$ cat src/rtl/bin_bcd_display_conv.sv
// Binary to display-digit converter for the calculator screen.
//
// Decimal mode converts `valor` with shift-add-3 (double dabble), one bit per
// clock, so a conversion takes WIDTH cycles. Hex mode copies the value's
// nibbles straight onto the digit bus after one cycle. `numeros` is only
// written when a conversion finishes, so the screen never shows a partially
// converted value.
//
// Ports:
//   clk       system clock, rising edge
//   reset     synchronous active-high reset, dominant
//   start     conversion request, sampled only when idle
//   hex_mode  1 = hex pass-through, 0 = decimal conversion (sampled with start)
//   valor     unsigned binary value (sampled with start)
//   numeros   digit bus, digit k at [4k+3:4k], digit 0 least significant
//   busy      high while a conversion is in progress
//   done      one-cycle pulse in the cycle `numeros` has just been updated
module bin_bcd_display_conv #(
  parameter int unsigned WIDTH  = 32,
  parameter int unsigned DIGITS = 10
) (
  input  logic                  clk,
  input  logic                  reset,
  input  logic                  start,
  input  logic                  hex_mode,
  input  logic [WIDTH-1:0]      valor,
  output logic [4*DIGITS-1:0]   numeros,
  output logic                  busy,
  output logic                  done
);

  localparam int unsigned BcdW = 4 * DIGITS;
  localparam int unsigned CntW = $clog2(WIDTH + 1);
  localparam logic [CntW-1:0] LastCnt = CntW'(WIDTH - 1);

  typedef enum logic [1:0] {StIdle, StShift, StHexld} state_e;

  state_e            state_q;
  logic [WIDTH-1:0]  bin_q;
  logic [BcdW-1:0]   bcd_q;
  logic [CntW-1:0]   cnt_q;

  logic [BcdW-1:0]   bcd_adj;
  logic [BcdW-1:0]   bcd_shift;

  // Add-3 correction on every digit in parallel, then shift in the next
  // binary MSB. A corrected digit is at most 12, so no carry between digits.
  always_comb begin
    bcd_adj = bcd_q;
    for (int k = 0; k < DIGITS; k++) begin
      if (bcd_q[4*k +: 4] >= 4'd5) begin
        bcd_adj[4*k +: 4] = bcd_q[4*k +: 4] + 4'd3;
      end
    end
    bcd_shift = {bcd_adj[BcdW-2:0], bin_q[WIDTH-1]};
  end

  always_ff @(posedge clk) begin
    if (reset) begin
      state_q <= StIdle;
      bin_q   <= '0;
      bcd_q   <= '0;
      cnt_q   <= '0;
      numeros <= '0;
      busy    <= 1'b0;
      done    <= 1'b0;
    end else begin
      done <= 1'b0;
      unique case (state_q)
        StIdle: begin
          if (start) begin
            bin_q   <= valor;
            bcd_q   <= '0;
            cnt_q   <= '0;
            busy    <= 1'b1;
            state_q <= hex_mode ? StHexld : StShift;
          end
        end
        StShift: begin
          bcd_q <= bcd_shift;
          bin_q <= bin_q << 1;
          cnt_q <= cnt_q + 1'b1;
          // The final iteration's result goes straight to the display.
          if (cnt_q == LastCnt) begin
            numeros <= bcd_shift;
            done    <= 1'b1;
            busy    <= 1'b0;
            state_q <= StIdle;
          end
        end
        StHexld: begin
          numeros <= BcdW'(bin_q);
          done    <= 1'b1;
          busy    <= 1'b0;
          state_q <= StIdle;
        end
        default: begin
          state_q <= StIdle;
          busy    <= 1'b0;
        end
      endcase
    end
  end

endmodule
$ cat config.mk
export PLATFORM = sky130hd
export DESIGN_NAME = bin_bcd_display_conv
export DESIGN_NICKNAME = d
export VERILOG_FILES = /design/src/rtl/bin_bcd_display_conv.sv
export SDC_FILE = /design/constraint.sdc
export NUM_CORES = 1
export LEC_CHECK = 0
export BUFFER_PORTS_ARGS = -buffer_cell sky130_fd_sc_hd__buf_2
export CORE_MARGIN = 1.5
export CORE_UTILIZATION = 53
export CTS_BUF_LIST = sky130_fd_sc_hd__clkbuf_8 sky130_fd_sc_hd__clkbuf_16
export DETAILED_ROUTE_END_ITERATION = 8
export MAX_ROUTING_LAYER = met4
export PLACE_DENSITY_LB_ADDON = 0.1
export SYNTH_ARGS = -nofsm -noshare
export SYNTH_HDL_FRONTEND = slang
export SYNTH_SLANG_ARGS = --single-unit
$ cat constraint.sdc
create_clock -name clk -period 1.7 [get_ports clk]
set_input_delay 0.34 -clock clk [delete_from_list [all_inputs] [get_ports clk]]
set_output_delay 0.34 -clock clk [all_outputs]
set_load 0.02 [all_outputs]
==> run summary <==
PD cells = 963.4 nW/um^2
RSZ-0062 raised after global routing = true
Max-Cap Viols = 0
Cts hold-fix bufs = 0
Psw = 2112 uW
Pins Over Slew Limit = 0
Worst-margin pin slew = 0.4506 ns
Syn nets = 848
Setup violators final = 0
Die area = 13060 um^2
Post-synth top area share = 0.3722
Placement Rows = 40
R2R cell count = 8
Initial antenna violation count = 0
Layout Nets = 926
Clock Path Buffers = 2
Routed len/inst = 17.50 um
Leak = 0.003032 uW
Share of cells above drive strength 1 = 0.2486
Iteration count of the initial detailed-routing pass = 4
Asr flop ratio synth = 0
Clock power frac = 0.421
Leading area contributor after synthesis = dfxtp_1
Post-Synthesis Mean Instance Area = 8.328 um^2
Htree depth = 4
Crit path DAT = 1.94 ns
Final clock skew = 0.007182 ns
Sequential fraction of the synthesis area = 0.3722
Hold Path Depth = 3
CP Class = reg -> reg
Worst EP required = 2.00 ns
Tcrit/Tclk final = 0.9641
Ports = 78
Yosys reg bits = 122
Reg clk slew, reported paths = 0.05 ns
1st-iter DRT viols = 446
Diodes inserted = 0
Clk_lat worst skew = 0.42 ns
Ys flop type = dfxtp_1
Clock sink total = 122
Sw Ratio = 0.2697
TritonCTS clock tree = yes
Min cycle time layout = 1.639 ns
GRT overflow = 0
Routed WL = 18290 um
DRC = 0
Initial Util = 0.5441
Kind of end point of the critical path = flip-flop
Fmax = 0.6102 GHz
Synth unique cells = 47
Global placer's final weighted congestion = 0.8738
Area grow syn2layout = 23.87%
Synthesized instance count = 788
Gate power share = 0.167
Final WS setup = 0.06111 ns
First-pass GRT wire length = 28460 um
CP startpoint kind = flip-flop
Vias in the first global route = 5687
Outcome = complete, no violations
Pint = 5719 uW
Total GRT Usage = 0.2854
TritonCTS buffer count = 17
Post-Syn Area = 6563 um^2
Die H = 114.3 um
Placeable Area = 12060 um^2
Die Wd = 114.3 um
Ys Warns = 0
Largest net degree at the start of global routing = 51
Crit-path max FO = 16
Number of flops mapped to enable cells by yosys = 0
Vias per cell = 6.040
Top post-synthesis cells by area = dfxtp_1 37%, a21oi_1 5.9%, mux2_2 5.3%, nand2_1 5.3%, ha_1 4.6%
Final Util = 0.6740
Root Driver = clkbuf_16
Final ANT Viol Nets = 0
HPWL Detailed = 11840 um
Min-Delay Path Class = in -> reg
Final Hold Vio Count = 0
Slew HR = 0.6996
Port Buf Inserts = 77
Sequential Power Share = 0.412
Hold WS = 0.1996 ns
Pre-CTS setup slack = -0.03983 ns
Worst VDD drop = 573.4 uV
Detailed-route via count = 6312
metal layers:
layer | track usage | routed length [um]
met5 | - | 0
met4 | 0.08167 | 209
met3 | 0.05188 | 1206
met2 | 0.4321 | 8454
met1 | 0.3916 | 8415
power groups by stage:
stage / Clock, uW / Combinational [uW] / Sequential [uW]
floorplan: 0 / 762 / 3250
global placement: 0 / 1160 / 3260
detailed placement: 0 / 1180 / 3270
CTS: 3330 / 1200 / 3220
global route: 3440 / 1410 / 3250
finish: 3300 / 1310 / 3230
cell type report:
type	instances	area, um^2
Sequential cell	122	2454
Timing Repair Buffer	123	964.7
Clock inverter	6	23.77
Inverter	28	107.6
Multi-Input combinational cell	574	3847
Tap cell	168	210.2
Fill cell	1024	3933
Clock buffer	24	521.8
critical path, stage by stage, from the launching register on:
cell	delay [ns]
dfxtp_4	0.38
inv_2	0.06
ha_4	0.17
buf_4	0.15
mux2i_4	0.19
buf_4	0.16
clkbuf_16	0.17
a22oi_1	0.18
nor2_1	0.05
layout by cell type, fill, tap and decap left out, types with 4 or more instances in the layout:
master and count:
buf_4 25, a21oi_1 77, o311ai_0 4, mux2i_1 5, nor3b_1 8, ha_2 4, a32o_1 4, nand3_1 4
nor2b_2 4, o221ai_1 30, dfxtp_1 115, nand2b_1 20, and2_1 10, nor3_1 26, nor2_1 48, nand2_1 92
inv_1 30, a2111oi_2 7, a211oi_1 19, a2bb2oi_1 8, o21ai_0 43, o22ai_1 31, o311a_1 16, dfxtp_2 6
clkbuf_16 20, a31o_1 7, buf_2 77, clkbuf_8 7, or3_1 16, a22oi_1 6, ha_1 18, buf_6 5
mux2_2 31, xor2_1 4, buf_12 13
timing repair:
| action | 4_1_cts | 5_1_grt |
|---|---|---|
| gates cloned | 0 | 3 |
| setup endpoints to repair | 32 | 106 |
| pin swaps | 0 | 4 |
| gates resized for setup | 2 | 41 |
| buffers inserted | 2 | 2 |
final timing paths:
check | from | endpoint | slack, ns
setup / recovery | state_q[0] | bcd_q[0] | 0.06
hold / removal | hex_mode | state_q[1] | 0.20
setup reg to reg | state_q[0] | bcd_q[0] | 0.06
hold reg to reg | numeros[16] | numeros[16] | 0.45
stage by stage:
stage / instance area, um^2 / total power, uW / TNS (ns) / instances
finish: 8129 / 7831 / 0 / 1045
CTS: 7911 / 7749 / -0.01694 / 1040
detailed placement: 7343 / 4458 / -0.1772 / 1008
floorplan: 6563 / 4010 / 0 / 788
global placement: 7343 / 4423 / 0 / 1008
global route: 8129 / 8100 / -0.2052 / 1045
Yosys cell counts, drive strengths merged, types with 2 or more instances:
cell type  instances
nor2b              8
nand2             92
a32o               4
a2111oi            8
o221ai            30
a2bb2oi            8
buf               30
clkbuf            34
nor3              27
o21ai             45
and2              10
a31o               8
mux2i              6
dfxtp            122
nand2b            21
xnor2              2
mux2              31
and3               2
inv               28
ha                24
nand4              3
a211oi            19
or3               16
xor2               4
o22ai             32
nor2              48
nand3              5
a21oi             77
o311a             16
a22oi              6
nor3b              9
o311ai             7
state kept, by name, indices dropped and copies added (netlist names):
| register | cells |
|---|---|
| numeros | 40 |
| state_q | 2 |
| cnt_q | 6 |
| bcd_q | 40 |
| bin_q | 32 |
| busy | 1 |
| done | 1 |
cell families after synthesis:
family	Yosys count	share of synthesized area
AND/OR/NAND/NOR	243	0.1748
AO/OA/AOI/OAI	264	0.2774
XOR/XNOR	6	0.008008
flip-flops	122	0.3722
buffers and inverters	92	0.05948
multiplexers	37	0.06234
adder cells (fa/ha/maj)	24	0.04576
No activity file was read; power rests on OpenSTA's default activity.
